## config.mk

```make
export PLATFORM = sky130hd
export DESIGN_NAME = demux_sel_sequencer
export DESIGN_NICKNAME = d
export VERILOG_FILES = /design/src/rtl/demux_sel_sequencer.sv
export SDC_FILE = /design/constraint.sdc
export NUM_CORES = 1
export LEC_CHECK = 0
export CORE_AREA = 4 4 63 65
export CTS_BUF_LIST = sky130_fd_sc_hd__clkbuf_4 sky130_fd_sc_hd__clkbuf_8 sky130_fd_sc_hd__clkbuf_16
export CTS_CLUSTER_SIZE = 16
export DETAILED_ROUTE_END_ITERATION = 8
export DIE_AREA = 0 0 67 69
export MAX_ROUTING_LAYER = met4
export PLACE_DENSITY_LB_ADDON = 0.25
export SLEW_MARGIN = 20
export SYNTH_ARGS = -nofsm -noshare
export SYNTH_HDL_FRONTEND = slang
export SYNTH_SLANG_ARGS = --single-unit
```

## constraint.sdc

```tcl
create_clock -name clk -period 8.5 [get_ports clk]
set_input_delay 2.125 -clock clk [delete_from_list [all_inputs] [get_ports clk]]
set_output_delay 2.125 -clock clk [all_outputs]
set_load 0.05 [all_outputs]
```

## src/rtl/demux_sel_sequencer.sv

```systemverilog
// Channel-select sequencer for the 1:4 demux: steps sel through up, down,
// ping-pong or request-driven round-robin schedules, holding each channel
// for dwell+1 cycles while enabled.
module demux_sel_sequencer #(
  parameter int unsigned DWELL_W = 8
) (
  input  logic               clk,
  input  logic               rst_n,
  input  logic               en,
  input  logic [1:0]         mode,
  input  logic [DWELL_W-1:0] dwell,
  input  logic [3:0]         req,
  output logic [1:0]         sel,
  output logic [3:0]         ch_oh,
  output logic               busy,
  output logic               wrap
);

  localparam logic [1:0] MODE_UP   = 2'b00;
  localparam logic [1:0] MODE_DOWN = 2'b01;
  localparam logic [1:0] MODE_PP   = 2'b10;
  localparam logic [1:0] MODE_RR   = 2'b11;

  localparam logic DIR_UP   = 1'b0;
  localparam logic DIR_DOWN = 1'b1;

  typedef enum logic {
    IDLE = 1'b0,
    RUN  = 1'b1
  } state_t;

  state_t             state;
  logic [DWELL_W-1:0] cnt;
  logic               dir;

  logic [1:0] nxt_sel_c;
  logic       nxt_wrap_c;
  logic       nxt_dir_c;
  logic       rr_hit_c;
  logic [1:0] rr_idx_c;
  logic       advance_c;

  assign advance_c = (cnt >= dwell);

  // Next channel, wrap flag and ping-pong direction for the current mode
  always_comb begin
    nxt_sel_c  = sel;
    nxt_wrap_c = 1'b0;
    nxt_dir_c  = DIR_UP;
    rr_hit_c   = 1'b0;
    rr_idx_c   = sel;
    case (mode)
      MODE_UP: begin
        nxt_sel_c  = sel + 2'd1;
        nxt_wrap_c = (sel == 2'd3);
      end
      MODE_DOWN: begin
        nxt_sel_c  = sel - 2'd1;
        nxt_wrap_c = (sel == 2'd0);
      end
      MODE_PP: begin
        if (dir == DIR_UP) begin
          if (sel == 2'd3) begin
            nxt_sel_c = 2'd2;
            nxt_dir_c = DIR_DOWN;
          end else begin
            nxt_sel_c = sel + 2'd1;
            nxt_dir_c = DIR_UP;
          end
        end else begin
          if (sel == 2'd0) begin
            nxt_sel_c = 2'd1;
            nxt_dir_c = DIR_UP;
          end else begin
            nxt_sel_c = sel - 2'd1;
            nxt_dir_c = DIR_DOWN;
          end
          nxt_wrap_c = (sel == 2'd1);
        end
      end
      MODE_RR: begin
        // Search sel+1, sel+2, sel+3 and finally sel itself
        for (int i = 1; i <= 4; i++) begin
          rr_idx_c = sel + 2'(i);
          if (!rr_hit_c && req[rr_idx_c]) begin
            rr_hit_c  = 1'b1;
            nxt_sel_c = rr_idx_c;
          end
        end
        nxt_wrap_c = rr_hit_c && (nxt_sel_c <= sel);
      end
      default: begin
        nxt_sel_c = sel;
      end
    endcase
  end

  // Run/idle state machine with dwell counter and registered outputs
  always_ff @(posedge clk or negedge rst_n) begin
    if (!rst_n) begin
      state <= IDLE;
      sel   <= 2'd0;
      cnt   <= '0;
      dir   <= DIR_UP;
      busy  <= 1'b0;
      wrap  <= 1'b0;
      ch_oh <= 4'b0000;
    end else begin
      wrap <= 1'b0;
      case (state)
        IDLE: begin
          cnt <= '0;
          dir <= DIR_UP;
          if (en) begin
            state <= RUN;
            busy  <= 1'b1;
            ch_oh <= 4'b0001 << sel;
          end else begin
            busy  <= 1'b0;
            ch_oh <= 4'b0000;
          end
        end
        RUN: begin
          if (!en) begin
            // Dropping enable wins over a pending advance
            state <= IDLE;
            busy  <= 1'b0;
            ch_oh <= 4'b0000;
            cnt   <= '0;
            dir   <= DIR_UP;
          end else if (advance_c) begin
            sel   <= nxt_sel_c;
            cnt   <= '0;
            wrap  <= nxt_wrap_c;
            dir   <= nxt_dir_c;
            ch_oh <= 4'b0001 << nxt_sel_c;
          end else begin
            cnt   <= cnt + DWELL_W'(1);
            ch_oh <= 4'b0001 << sel;
            if (mode != MODE_PP) begin
              dir <= DIR_UP;
            end
          end
        end
        default: begin
          state <= IDLE;
        end
      endcase
    end
  end

endmodule

```

# Yosys cells after proc, flatten, opt, wreduce, memory -nomap -nowiden
# Cells that the tools add are included.
# Widths: inputs -> output; s select.
# op_classes
n_shift	2
n_eq_ne	8
mul	0
reduce_logical	10
n_mux	48
div	0
add_sub_neg	5
order_cmp	6
n_bitwise	1
# ops
cell	count
$mux 1	25
$mux 2	8
$mux 8	2
$pmux 8 s2	1
$lt 2x3->1 const B	4
$mux 4	3
$add 8x1->8 const B	1
$bmux 1 s2	4
$ge 8x8->1	1
$pmux 2 s4	1
$pmux 4 s2	1
$shl 1x2->4 const A	2
$eq 2x2->1 const B	3
$add 2x2->2 const B	2
$eq 2x1->1 const B	2
$logic_and 1x1->1	4
$logic_not 2->1	2
$ne 2x2->1 const B	2
$ne 4x2->1 const B	1
$pmux 1 s2	2
$pmux 1 s4	1
$logic_not 1->1	3
$reduce_and 3->1	1
$add 2x1->2 const B	1
other kinds (3)	3
# word_totals
romBits	0
elab_cells	87
out_inout_bits	8
regBits	18
inputBits	17
ramBits	0
latch_bits	0
n_memories	0

# Longest topological paths before layout
# Gate-level depths: netlist of the first run.
# logic_depth
word_depth	23
ltp_mapped	15
depth_no_buf	14

# Worst setup path after synthesis of the first run
# No wires, ideal clock.
# synth_path
path_kind	input port to flip-flop
startpoint	in req[3]
endpoint	reg wrap
path_buffers	1
setup_ps	128
arrival_time_ps	4100
setup_slack_ps	4272
cell_stages	11
required_ps	8372
cell_sequence	clkbuf_1 -> mux4_2 -> a211o_1 -> a31oi_1 -> nor2_1 -> ha_1 -> a21oi_1 -> a21oi_1 -> nor3_1 -> a311oi_1 -> nor3_1
# synth_between
elab_chain_cells	22
elab_cells_between_ends	33
# synth_lines
item	line	source
from (decl)	12	input logic [3:0] req,
$bmux 1 s2	85	if (!rr_hit_c && req[rr_idx_c]) begin
$mux 1 (not written as such)	85	
$mux 1	85	
$mux 1	52	case (mode)
$logic_not 1->1	85	
$logic_and 1x1->1	85	
$mux 1	85	
$mux 1	52	
(+6 left out)	--	
$mux 2	85	
$mux 2	52	
$le 2x2->1	90	nxt_wrap_c = rr_hit_c && (nxt_sel_c <= sel);
$logic_and 1x1->1 (*)	90	
$pmux 1 s4 (*)	52	
$mux 1 (*)	131	end else if (advance_c) begin
$mux 1 (*)	124	if (!en) begin
$mux 1 (*)	110	case (state)
to (signal assigned)	134	wrap <= nxt_wrap_c;
to (decl)	16	output logic wrap
# Mark *: on every way between the ends. The rest lies on a longest branch, timed or not. The select of a mux whose other input is x is not followed.
# A chain may end at the register's enable or synchronous reset.

# Worst setup path after layout of the first run
# Same ends and word-level chain as after synthesis.

==> summary.md, run 1 <==
For this design, the CTS-stage hold fixing added 0 buffers. The tools report the setup slack at placement as 3.66 ns. Pin placement for this block handled 25 I/O pins. The data required time at the worst endpoint was 8.69 ns; the total count of hold-check failures in the final report was 0. Setup slack on the worst reg-to-reg path comes out at 5.15 ns. The tools report the synthesized cell area as 1470 um2. The final max-slew violation count was 0; the total wire length after detailed routing was 3070 um.

The most used routing layer in global routing was met2. IR analysis of the VDD net gives a maximum drop of 0.0458 mV. The met3 demand-to-capacity share in global routing came out at 0.0162. The standby leakage power is 0.788 nW, and the overall via count from detail_route is 1243. The multi-input logic area is 903 um2.

The die covers 4620 um2. The run gives 3.96 ns as the post-layout worst setup margin. The class of the most critical hold timing path is reg2reg.

For the internal cell power, the log shows 0.131 mW. For this block, the initial DRC count from the detailed router was 38. The met2 track demand over resource in global routing was 0.249; the biggest fanout along the worst timing path was 12. The worst setup path is launched from a primary input.

The flow ran to the end, and the final reports show no timing, DRC or antenna violations. The number of synthesized flops with an enable pin is 0. The launch instance of the worst register-to-register path was sel[0]. The total area inside the core boundary comes to 3340 um2.

The post-route clock period utilization is 0.534, and the global-route congestion overflow total is 0. The combined flip-flop and latch cell area was 450 um2. The run gives 0 as the number of max-capacitance violations reported. Summed over all failing endpoints, the final setup total negative slack is 0 ns.

Subtracting the final worst setup slack from the clock period gives 4.54 ns. The worst setup path is of the in2reg kind. Worst min-delay path endpoint: cnt[0]. Setup violations remaining at the end of the flow were counted as 0. At the end of routability-driven placement, the weighted congestion stood at 0.801. No sink is reached through more buffers than the 2 on the longest clock path.

When the netlist entered floorplanning its net count stood at 197. The global routing met1 resource utilization is 0.188. In the layout the commonest cells are clkdlybuf4s50_1 (24), inv_1 (18), dfrtp_1 (18). In the final design database the tool counted 218 nets. The per-cell via count in the routed design is 5.40.

After synthesis, the netlist uses 46 different library cells. The master of the slowest instance on the critical path is clkdlybuf4s50_1. For the sequential share of power, the log shows 0.473.

The startpoint identified for the worst hold timing path is cnt[0]. The filler cell count in the final layout is 316. For the proportion of power drawn by combinational gates, the log shows 0.311.

In this run the critical register-to-register path is captured at wrap. The post-detailed-placement half-perimeter wirelength was 2430 um. For the switching power total, the log shows 0.0630 mW.

The relative slew slack was 0.468; the count of buffer and inverter cells on the critical path was 1. The tools report the data arrival time of the critical path as 4.73 ns. The synthesized design contains 18 register bits.

A synthesized cell averages 8.90 um2. TritonCTS built the clock tree. The total global-route track usage came out at 0.152.

The tools report the post-cts sizing count as 0. The fraction of final layout cells sized beyond drive strength 1 is 0.0598, and the sequential-to-total area share from yosys stat is 0.307. Clock latency of the later-clocked register in the worst-skew pair: 0.29 ns. The average detailed-routed wire length per instance is 13.4 um.

The global-route wire length before repair came out at 5440 um. The tools report the number of buffers added for setup after CTS as 0. The H-tree depth was 1; the clock-pin transition on the worst setup and hold timing paths was 0.10 ns. Measured along the x axis, the die boundary spans 67 um. The tools report the sum of internal, switching and leakage power as 0.194 mW. Critical path capture point type: a flop. The cell at the root of the clock tree was clkbuf_4.

For the worst flop-to-flop path, the logic depth is 14. The signal on the critical path passes through clkdlybuf4s50_1, mux4_2, a211o_1, a31oi_1, nor2_1, ha_1, a21oi_1, a21oi_1, nor3_1, a311oi_1, nor3_1. The power per cell area was 111 nW/um2.

The logs give 21 for the number of core rows and 0 for the number of nets with antenna violations after detailed routing. The number of detailed-route iterations in the first pass is 4. Timing would allow up to 220 MHz. Entering global routing, the biggest net connects 19 pins.

The tools report the share of the core filled with cells in the final layout as 0.525. The measured slew at the worst slew-check pin was 0.796 ns. Share of power burned in the clock network: 0.216. Setup repair after global routing left no endpoint under its margin. The floorplan step set the die height to 69 um. The count of clock tree sinks is 18, and the switching part of the total is 0.324. The initial antenna violation count was 0. For the number of global-route vias before repair, the log shows 1199. For the cell count after synthesis, the log shows 165. The number of cells on the worst hold path came out at 1. The tools report the count of yosys warnings during synthesis as 0. 0 antenna diodes ended up in the layout.

Compared with the post-synthesis result, the final layout area differs by 19.2%. Among cell families on the critical path, the largest total delay comes from compound AO/OA/AOI/OAI gates. The number of buffers created by CTS was 3.

The post-route clock skew was 0.0109 ns; the share of synthesized flip-flops with an asynchronous set or reset was 1.00. The number of buffer cells added on primary ports is 24, and the biggest cell delay along the critical path is 0.57 ns. For this run, design rule violations remaining after detail routing come to 0.

The library cell used most frequently in the layout, excluding fill and tap cells, is clkdlybuf4s50_1. The prevailing post-synth register cell was dfrtp_1. The run gives 0.440 as the initial cell density of the core.
==> synthesized netlist by cell type, types with 2 or more instances <==
cell      instances  area (um2)
a21boi_0          2        15.0
a21oi_1           9        45.0
a22o_1            2        17.5
a31oi_1           2        12.5
and3_1            2        12.5
clkbuf_1          6        22.5
dfrtp_1          18         450
ha_1             15         188
inv_1            18        67.6
mux2i_1           3        30.0
mux4_1            2        52.6
nand2_1          11        41.3
nand3_1           7        35.0
nand3b_1          3        22.5
nor2_1           16        60.1
nor2b_1           2        12.5
nor3_1            4        20.0
nor4_1            3        18.8
o21ai_0           7        35.0
xnor2_1           3        26.3
xor2_1            5        43.8
==> stage by stage <==
stage               hold slack, ns  cell area (um2)  std cells
global placement             0.516             1730        227
floorplan                    0.485             1470        165
finish                       0.533             1750        230
detailed placement           0.529             1730        227
CTS                          0.545             1750        230
global route                 0.582             1750        230
==> final cells by class <==
type	count	share of cell area
Clock buffer	3	0.0129
Multi-Input combinational cell	120	0.516
Inverter	19	0.0436
Timing Repair Buffer	24	0.137
Tap cell	46	0.0329
Sequential cell	18	0.257
==> logic make-up after synthesis <==
logic type,after synthesis,synth area share
DFF,18,0.307
adders and majority gates,15,0.128
AOI/OAI and AO/OA,34,0.158
and+or+nand+nor,54,0.183
xor gates and xnor gates,9,0.0588
buffers and inverters,27,0.0784
muxes,8,0.0869
==> sequential cells by signal (all words and copies together), names as in the netlist <==
signal	count
busy	1
dir	1
state	1
wrap	1
ch_oh	4
cnt	8
sel	2
==> worst max path at each step <==
stage                      start  slack [ns]    to  depth (start not counted)
after floorplan           req[3]        4.27  wrap                         11
after global placement    req[2]        3.76  wrap                         11
after detailed placement  req[3]        3.66  wrap                         11
after CTS                 req[3]        3.98  wrap                         11
after global routing      req[3]        3.70  wrap                         11
final                     req[3]        3.96  wrap                         11
==> worst reg2reg max path, stage by stage, from the launching register on <==
cell	delay, ns
dfrtp_1	0.76
inv_6	0.10
ha_1	0.43
inv_1	0.15
mux2i_1	0.09
or4_1	0.40
a32oi_1	0.26
a31oi_1	0.11
nor2_1	0.12
ha_1	0.24
a21oi_1	0.13
a21oi_1	0.05
nor3_1	0.19
a311oi_1	0.07
nor3_1	0.17
==> power by group through the flow <==
| stage | registers, mW | clock network, mW | logic (mW) |
|---|---|---|---|
| after floorplan | 0.0975 | 0 | 0.0370 |
| after global placement | 0.0937 | 0 | 0.0582 |
| after detailed placement | 0.0937 | 0 | 0.0604 |
| after CTS | 0.0920 | 0.0445 | 0.0607 |
| after global routing | 0.0927 | 0.0491 | 0.0677 |
| final | 0.0919 | 0.0420 | 0.0604 |
==> routing by layer <==
metal,wire [um],share of wire
met5,0,0
met3,82,0.027
met1,1350,0.44
met2,1590,0.52
met4,52,0.017
No activity file was read; power rests on OpenSTA's default activity.
==> inputs of run 2 (changes only) <==
==> constraint.sdc (replaced) <==
create_clock -name clk -period 3.7 [get_ports clk]
set_input_delay 0.925 -clock clk [delete_from_list [all_inputs] [get_ports clk]]
set_output_delay 0.925 -clock clk [all_outputs]
set_load 0.05 [all_outputs]
==> summary.md, run 2 (same netlist as run 1, synthesis figures left out) <==
The flow ran to the end, and the final reports show no timing, DRC or antenna violations. The number of buffer cells added on primary ports is 24 (unchanged). Startpoint kind of the worst setup timing path: a primary input. The count of buffer and inverter cells on the critical path is 1 (unchanged).

TritonCTS built the clock tree. The logs give 0.155 (+0.00325) for the total global-route track usage and 0 (unchanged) for the residual DRC count. The final critical delay including setup and external delays works out to 3.19 ns.

Counting flops per register, the top entry is cnt. The per-cell via count in the routed design was 5.41 (about the same). The setup path with the least slack is of type in2reg.

The cell at the root of the clock tree was clkbuf_4. The post-cts sizing count came out at 0 (unchanged). The logs give 1327 (+11%) for the number of global-route vias before repair and 6 (+2) for the number of detailed-route iterations in the first pass. Biggest cell delay along the critical path: 0.52 ns (-0.05 ns). The number of cells on the worst hold path works out to 2 (+1). The clock-pin transition on the worst setup and hold timing paths was 0.11 ns (about the same); the measured slew at the worst slew-check pin was 0.792 ns (-0.00418 ns). The standard cell core area was 3340 um2 (unchanged). The tools report the data arrival time of the critical path as 3.37 ns (-1.36 ns).

The min-delay analysis places its worst path in the category reg2reg. The count of inserted antenna diode cells was 0 (unchanged); the H-tree depth was 1 (unchanged). The filler cell count in the final layout was 312 (-1.3%). Global-route wire length before repair: 5640 um (+3.8%). Walking the worst path, the cells encountered are clkdlybuf4s50_1, mux4_2, a211o_1, a31oi_1, nor2_1, ha_1, a21oi_1, a21oi_1, nor3_1, a311oi_1, nor3_1. The fraction of final layout cells sized beyond drive strength 1 is 0.0895 (+0.0297), and the number of core rows is 21 (unchanged). The run gives 0.440 (unchanged) as the initial cell density of the core. The worst setup path is captured at a flop. The master of the slowest instance on the critical path is mux4_2. The number of buffers created by CTS was 3 (unchanged); the instance count on the critical path was 11 (unchanged). Setup repair after global routing left no endpoint under its margin.

The total count of hold-check failures in the final report was 0 (unchanged). Broken down by cell family, the worst path's largest delay share belongs to compound AO/OA/AOI/OAI gates. The global placer's final weighted congestion is 0.838 (+4.6%), and the sum of internal, switching and leakage power is 0.477 mW (+150%). The largest registers in the layout are cnt: 8 flops, ch_oh: 4 flops, sel: 2 flops. The tools report the share of the core filled with cells in the final layout as 0.540 (+0.0154). The power per cell area was 265 nW/um2 (+140%). The number of buffers on the longest clock path is 2 (unchanged).

For the count of clock tree sinks, the log shows 18 (unchanged). The tools report the overall via count from detail_route as 1276 (+2.7%). The overall die area is 4620 um2 (unchanged), and the number of max-capacitance violations reported is 0 (unchanged). The data required time at the worst endpoint is 3.89 ns (-4.80 ns).

The run gives 57 (+50%) as the DRC marker count from the first detailed-route iteration. Multi-input logic area: 903 um2 (unchanged). The average detailed-routed wire length per instance is 13.4 um (+0.44%), and the relative slew slack is 0.470 (+0.00279). The run gives 0 (unchanged) as the initial antenna violation count.

The tools report the count of nets after finishing as 223 (+2.3%). Post-detailed-placement half-perimeter wirelength: 2540 um (+4.5%). The number of flip-flops under the largest register name was 8 (unchanged).

Leaving out fill and tap cells, the most frequent cells in the layout are clkdlybuf4s50_1 (24), inv_1 (18), dfrtp_1 (18). The highest achievable clock rate was 314 MHz. The post-route clock skew is 0.00623 ns (-0.00464 ns). The die width was 67 um (unchanged); the layout overhead on the synthesized area was 22.7%. Leaving out fill and tap cells, the most frequent cell in the layout is clkdlybuf4s50_1.

The clock latency of the later-clocked register in the worst-skew pair came out at 0.29 ns (about the same). The number of cells on the worst reg-to-reg path was 14 (unchanged). The global-route congestion overflow total was 0 (unchanged); the standby leakage power was 0.820 nW (+4.0%).

The number of top-level pins came out at 25 (unchanged). For the number of buffers inserted by hold repair at cts, the log shows 0 (unchanged). The run gives 0 (unchanged) as the final max-slew violation count.

The setup violation total in the final timing report is 0 (unchanged). Combined flip-flop and latch cell area: 450 um2 (unchanged). Biggest fanout along the worst timing path: 7 (-5). Height of the die: 69 um (unchanged). The post-route clock period utilization is 0.862, and the sum of negative setup slack is 0 ns (unchanged). For the total wire length after detailed routing, the log shows 3170 um (+3.1%). The number of nets with antenna violations after detailed routing is 0 (unchanged), and the worst-case vdd ir drop is 0.108 mV (+140%). The logs give 19 (unchanged) for the largest net degree at the start of global routing and 0 (unchanged) for the number of buffers added for setup after CTS.
-- run 2: cell types whose count changed in the layout (fill, tap and decap cells not counted) --
cell,delta
buf_4,+5
clkbuf_8,+1
-- run 2: final timing paths --
| kind | start | endpoint | slack [ns] |
|---|---|---|---|
| min in group asynchronous | rst_n | busy | 1.08 |
| worst min register to register | busy | busy | 0.55 |
| worst min-delay path | busy | busy | 0.55 |
| worst max-delay path | req[0] | wrap | 0.51 |
| worst max register to register | sel[1] | wrap | 0.52 |
| max in group asynchronous | rst_n | sel[1] | 2.13 |
-- run 2: layout make-up --
type                       count  share of cell area
sequential                    18               0.250
clock buffer                   4              0.0201
inverter                      19              0.0424
multi-input combinational    120               0.501
tap                           46              0.0319
timing repair buffer          29               0.154
-- run 2: per-stage QoR --
step,area [um2],hold WS (ns),std cells,setup slack (ns)
after CTS,1800,0.549,236,0.506
after global placement,1770,0.516,232,0.247
after detailed placement,1770,0.534,232,0.182
after floorplan,1470,0.485,165,0.501
after global routing,1800,0.579,236,0.185
final,1800,0.547,236,0.511
-- run 2: where the power goes --
part	switching, mW	internal, mW	leakage (nW)
clock network	0.0620	0.0599	0.0210
registers	0.00608	0.202	0.244
logic	0.0813	0.0659	0.555
total	0.149	0.328	0.820
-- run 2: worst reg2reg max path, stage by stage, from the launching register on --
cell      delay [ns]
dfrtp_1         0.59
inv_1           0.17
ha_1            0.41
inv_1           0.17
mux2i_1         0.09
or4_1           0.40
a32oi_1         0.23
a31oi_1         0.09
nor2_1          0.12
ha_1            0.25
a21oi_1         0.14
a21oi_1         0.05
nor3_1          0.16
a311oi_1        0.07
nor3_1          0.17
-- run 2: metal layers --
layer  track usage  up-vias  part of all wire
met5             -        -                 0
met4        0.0721        0             0.016
met3        0.0195        6             0.029
met2         0.262       27              0.51
met1         0.178      603              0.44
li1              -      640                 -
==> inputs of run 3 (changes only) <==
==> constraint.sdc (replaced) <==
create_clock -name clk -period 3.95 [get_ports clk]
set_input_delay 0.9875 -clock clk [delete_from_list [all_inputs] [get_ports clk]]
set_output_delay 0.9875 -clock clk [all_outputs]
set_load 0.05 [all_outputs]
==> summary.md, run 3 (same netlist as run 1, synthesis figures left out) <==
The overall via count from detail_route was 1244 (-2.5%); the number of cells on the worst reg-to-reg path was 14 (unchanged). The tools report the standby leakage power as 0.801 nW (-2.3%). The height of the die is 69 um (unchanged). Leaving out fill and tap cells, the most frequent cells in the layout are clkdlybuf4s50_1 (24), inv_1 (18), dfrtp_1 (18). The global-route wire length before repair was 5650 um (+0.12%); the residual DRC count was 0 (unchanged). The largest registers in the layout are cnt: 8 flops, ch_oh: 4 flops, sel: 2 flops.

For the standard cell core area, the log shows 3340 um2 (unchanged). The worst register-to-register path ends at wrap. The share of power burned in the clock network was 0.259 (+0.003).

The fraction of final layout cells sized beyond drive strength 1 was 0.0699 (-0.0196). The tools report the number of top-level pins as 25 (unchanged). The measured slew at the worst slew-check pin was 0.822 ns (+0.0302 ns); the average detailed-routed wire length per instance was 13.6 um (+1.1%).

For the largest net degree at the start of global routing, the log shows 19 (unchanged). The run gives 0.304 (-0.005) as the proportion of power drawn by combinational gates. The number of cells on the worst hold path came out at 1 (-1).

The count of clock tree sinks is 18 (unchanged). The post-route clock period utilization was 0.860; the relative slew slack was 0.450 (-0.0202). The area growth from synthesis to layout is 20.6%. The switching part of the total was 0.317 (+0.00357).

Setup repair after global routing left no endpoint under its margin. Static timing analysis puts the maximum clock frequency at 295 MHz. Global placer's final weighted congestion: 0.798 (-4.8%).

Number of buffers created by CTS: 3 (unchanged). The worst-case vdd ir drop was 0.0879 mV (-19%); the DRC marker count from the first detailed-route iteration was 34 (-40%). The total non-filler cell area in the finished layout was 1770 um2 (-1.7%). The total count of hold-check failures in the final report is 0 (unchanged), and the count of nets after finishing is 219 (-1.8%). The clock-pin transition on the worst setup and hold timing paths was 0.11 ns (about the same); the clock latency of the later-clocked register in the worst-skew pair was 0.29 ns (about the same). The number of core rows was 21 (unchanged).

The library cell used most frequently in the layout, excluding fill and tap cells, is clkdlybuf4s50_1. The tightest min-delay check is of the reg2reg type. TritonCTS built the clock tree.

The flow ran to the end, and the final reports show no timing, DRC or antenna violations. Setup slack of the most critical reg-to-reg path: 0.66 ns (+0.14 ns). The tools report the sequential share of power as 0.436 (about the same). The number of max-capacitance violations reported is 0 (unchanged), and the number of buffer cells added on primary ports is 24 (unchanged). The global-route congestion overflow total came out at 0 (unchanged). The post-route clock skew was 0.00428 ns (-0.00195 ns). The largest register by flop count is cnt. The power per cell area came out at 252 nW/um2 (-4.9%). Launch instance of the worst register-to-register path: sel[1]. The final max-slew violation count is 0 (unchanged).

Post-placement cell count: 228 (-1.7%). Count of inserted antenna diode cells: 0 (unchanged). The post-detailed-placement half-perimeter wirelength was 2510 um (-1.4%). The worst min-delay path endpoint was cnt[0].

The number of global-route vias before repair was 1308 (-1.4%). The data arrival time of the critical path is 3.62 ns (+0.25 ns), and the die width is 67 um (unchanged). For the initial cell density of the core, the log shows 0.440 (unchanged). The hold slack came out at 0.530 ns (-0.0169 ns).

The number of nets with antenna violations after detailed routing was 0 (unchanged); the final critical delay including setup and external delays was 3.40 ns. The tools report the hold path startpoint as cnt[0]. The number of standard cells in the layout, taps in and fillers out was 232 (-1.7%). The number of buffers inserted by hold repair at cts came out at 0 (unchanged). The H-tree depth was 1 (unchanged). The initial antenna violation count is 0 (unchanged), and the internal cell power is 0.305 mW (-7.0%). The total wire length after detailed routing was 3150 um (-0.63%); the post-cts sizing count was 0 (unchanged).

The sum of negative setup slack was 0 ns (unchanged); the biggest fanout along the worst timing path was 12 (+5). In this run the clock root is driven by a clkbuf_4. The number of buffers added for setup after CTS is 0 (unchanged), and the total global-route track usage is 0.158 (+0.00278).

The tools report the startpoint kind of the worst setup timing path as a primary input. The setup violation total in the final timing report is 0 (unchanged). The per-cell via count in the routed design came out at 5.36 (-0.83%). Number of detailed-route iterations in the first pass: 4 (-2).

The run gives 0.141 mW (-5.5%) as the switching power total. The run gives 4.17 ns (+0.28 ns) as the data required time at the worst endpoint. Type of the worst setup path: in2reg. The standard cell area after detailed placement is 1740 um2 (-1.7%). The number of flip-flops under the largest register name is 8 (unchanged).

The tools report the overall die area as 4620 um2 (unchanged). The worst setup path is captured at a flop. The tools report the number of buffers on the longest clock path as 2 (unchanged).
-- run 3: layer usage --
| layer | part of all wire | track usage | vias up |
|---|---|---|---|
| met1 | 0.43 | 0.182 | 587 |
| met5 | 0 | - | - |
| met3 | 0.031 | 0.0179 | 10 |
| li1 | - | - | 623 |
| met2 | 0.51 | 0.262 | 24 |
| met4 | 0.025 | 0.0856 | 0 |
-- run 3: worst max path at each step --
stage	start	end	slack, ns	cells after the start
finish	req[3]	wrap	0.55	11
global route	req[2]	wrap	0.35	11
CTS	req[3]	wrap	0.58	11
detailed placement	req[3]	wrap	0.26	11
global placement	req[2]	wrap	0.34	11
floorplan	sel[1]	wrap	0.75	13
-- run 3: power groups by stage --
stage / sequential [mW] / combinational, mW / clock [mW]
4_1_cts: 0.195 / 0.136 / 0.119
2_1_floorplan: 0.210 / 0.0795 / 0
3_5_place_dp: 0.198 / 0.135 / 0
6_report: 0.195 / 0.136 / 0.116
3_3_place_gp: 0.198 / 0.130 / 0
5_1_grt: 0.196 / 0.151 / 0.126
-- run 3: cell type report --
type | count | area [um2]
Timing Repair Buffer | 25 | 248
Tap cell | 46 | 57.6
Inverter | 19 | 76.3
Sequential cell | 18 | 450
Fill cell | 313 | 1570
Clock buffer | 4 | 36.3
Multi-Input combinational cell | 120 | 903
-- run 3: metrics by stage --
| stage | setup WS, ns | power (mW) | utilization |
|---|---|---|---|
| 5_1_grt | 0.349 | 0.473 | 0.531 |
| 4_1_cts | 0.576 | 0.450 | 0.531 |
| 2_1_floorplan | 0.751 | 0.289 | - |
| 6_report | 0.555 | 0.446 | 0.531 |
| 3_3_place_gp | 0.338 | 0.328 | 0.520 |
| 3_5_place_dp | 0.256 | 0.333 | 0.520 |
-- run 3: critical path, stage by stage --
cell and delay, ns:
clkdlybuf4s50_1 0.57, mux4_2 0.56, a211o_1 0.24, a31oi_1 0.26, nor2_1 0.08, ha_1 0.31, a21oi_1 0.13, a21oi_1 0.05
nor3_1 0.19, a311oi_1 0.07, nor3_1 0.16
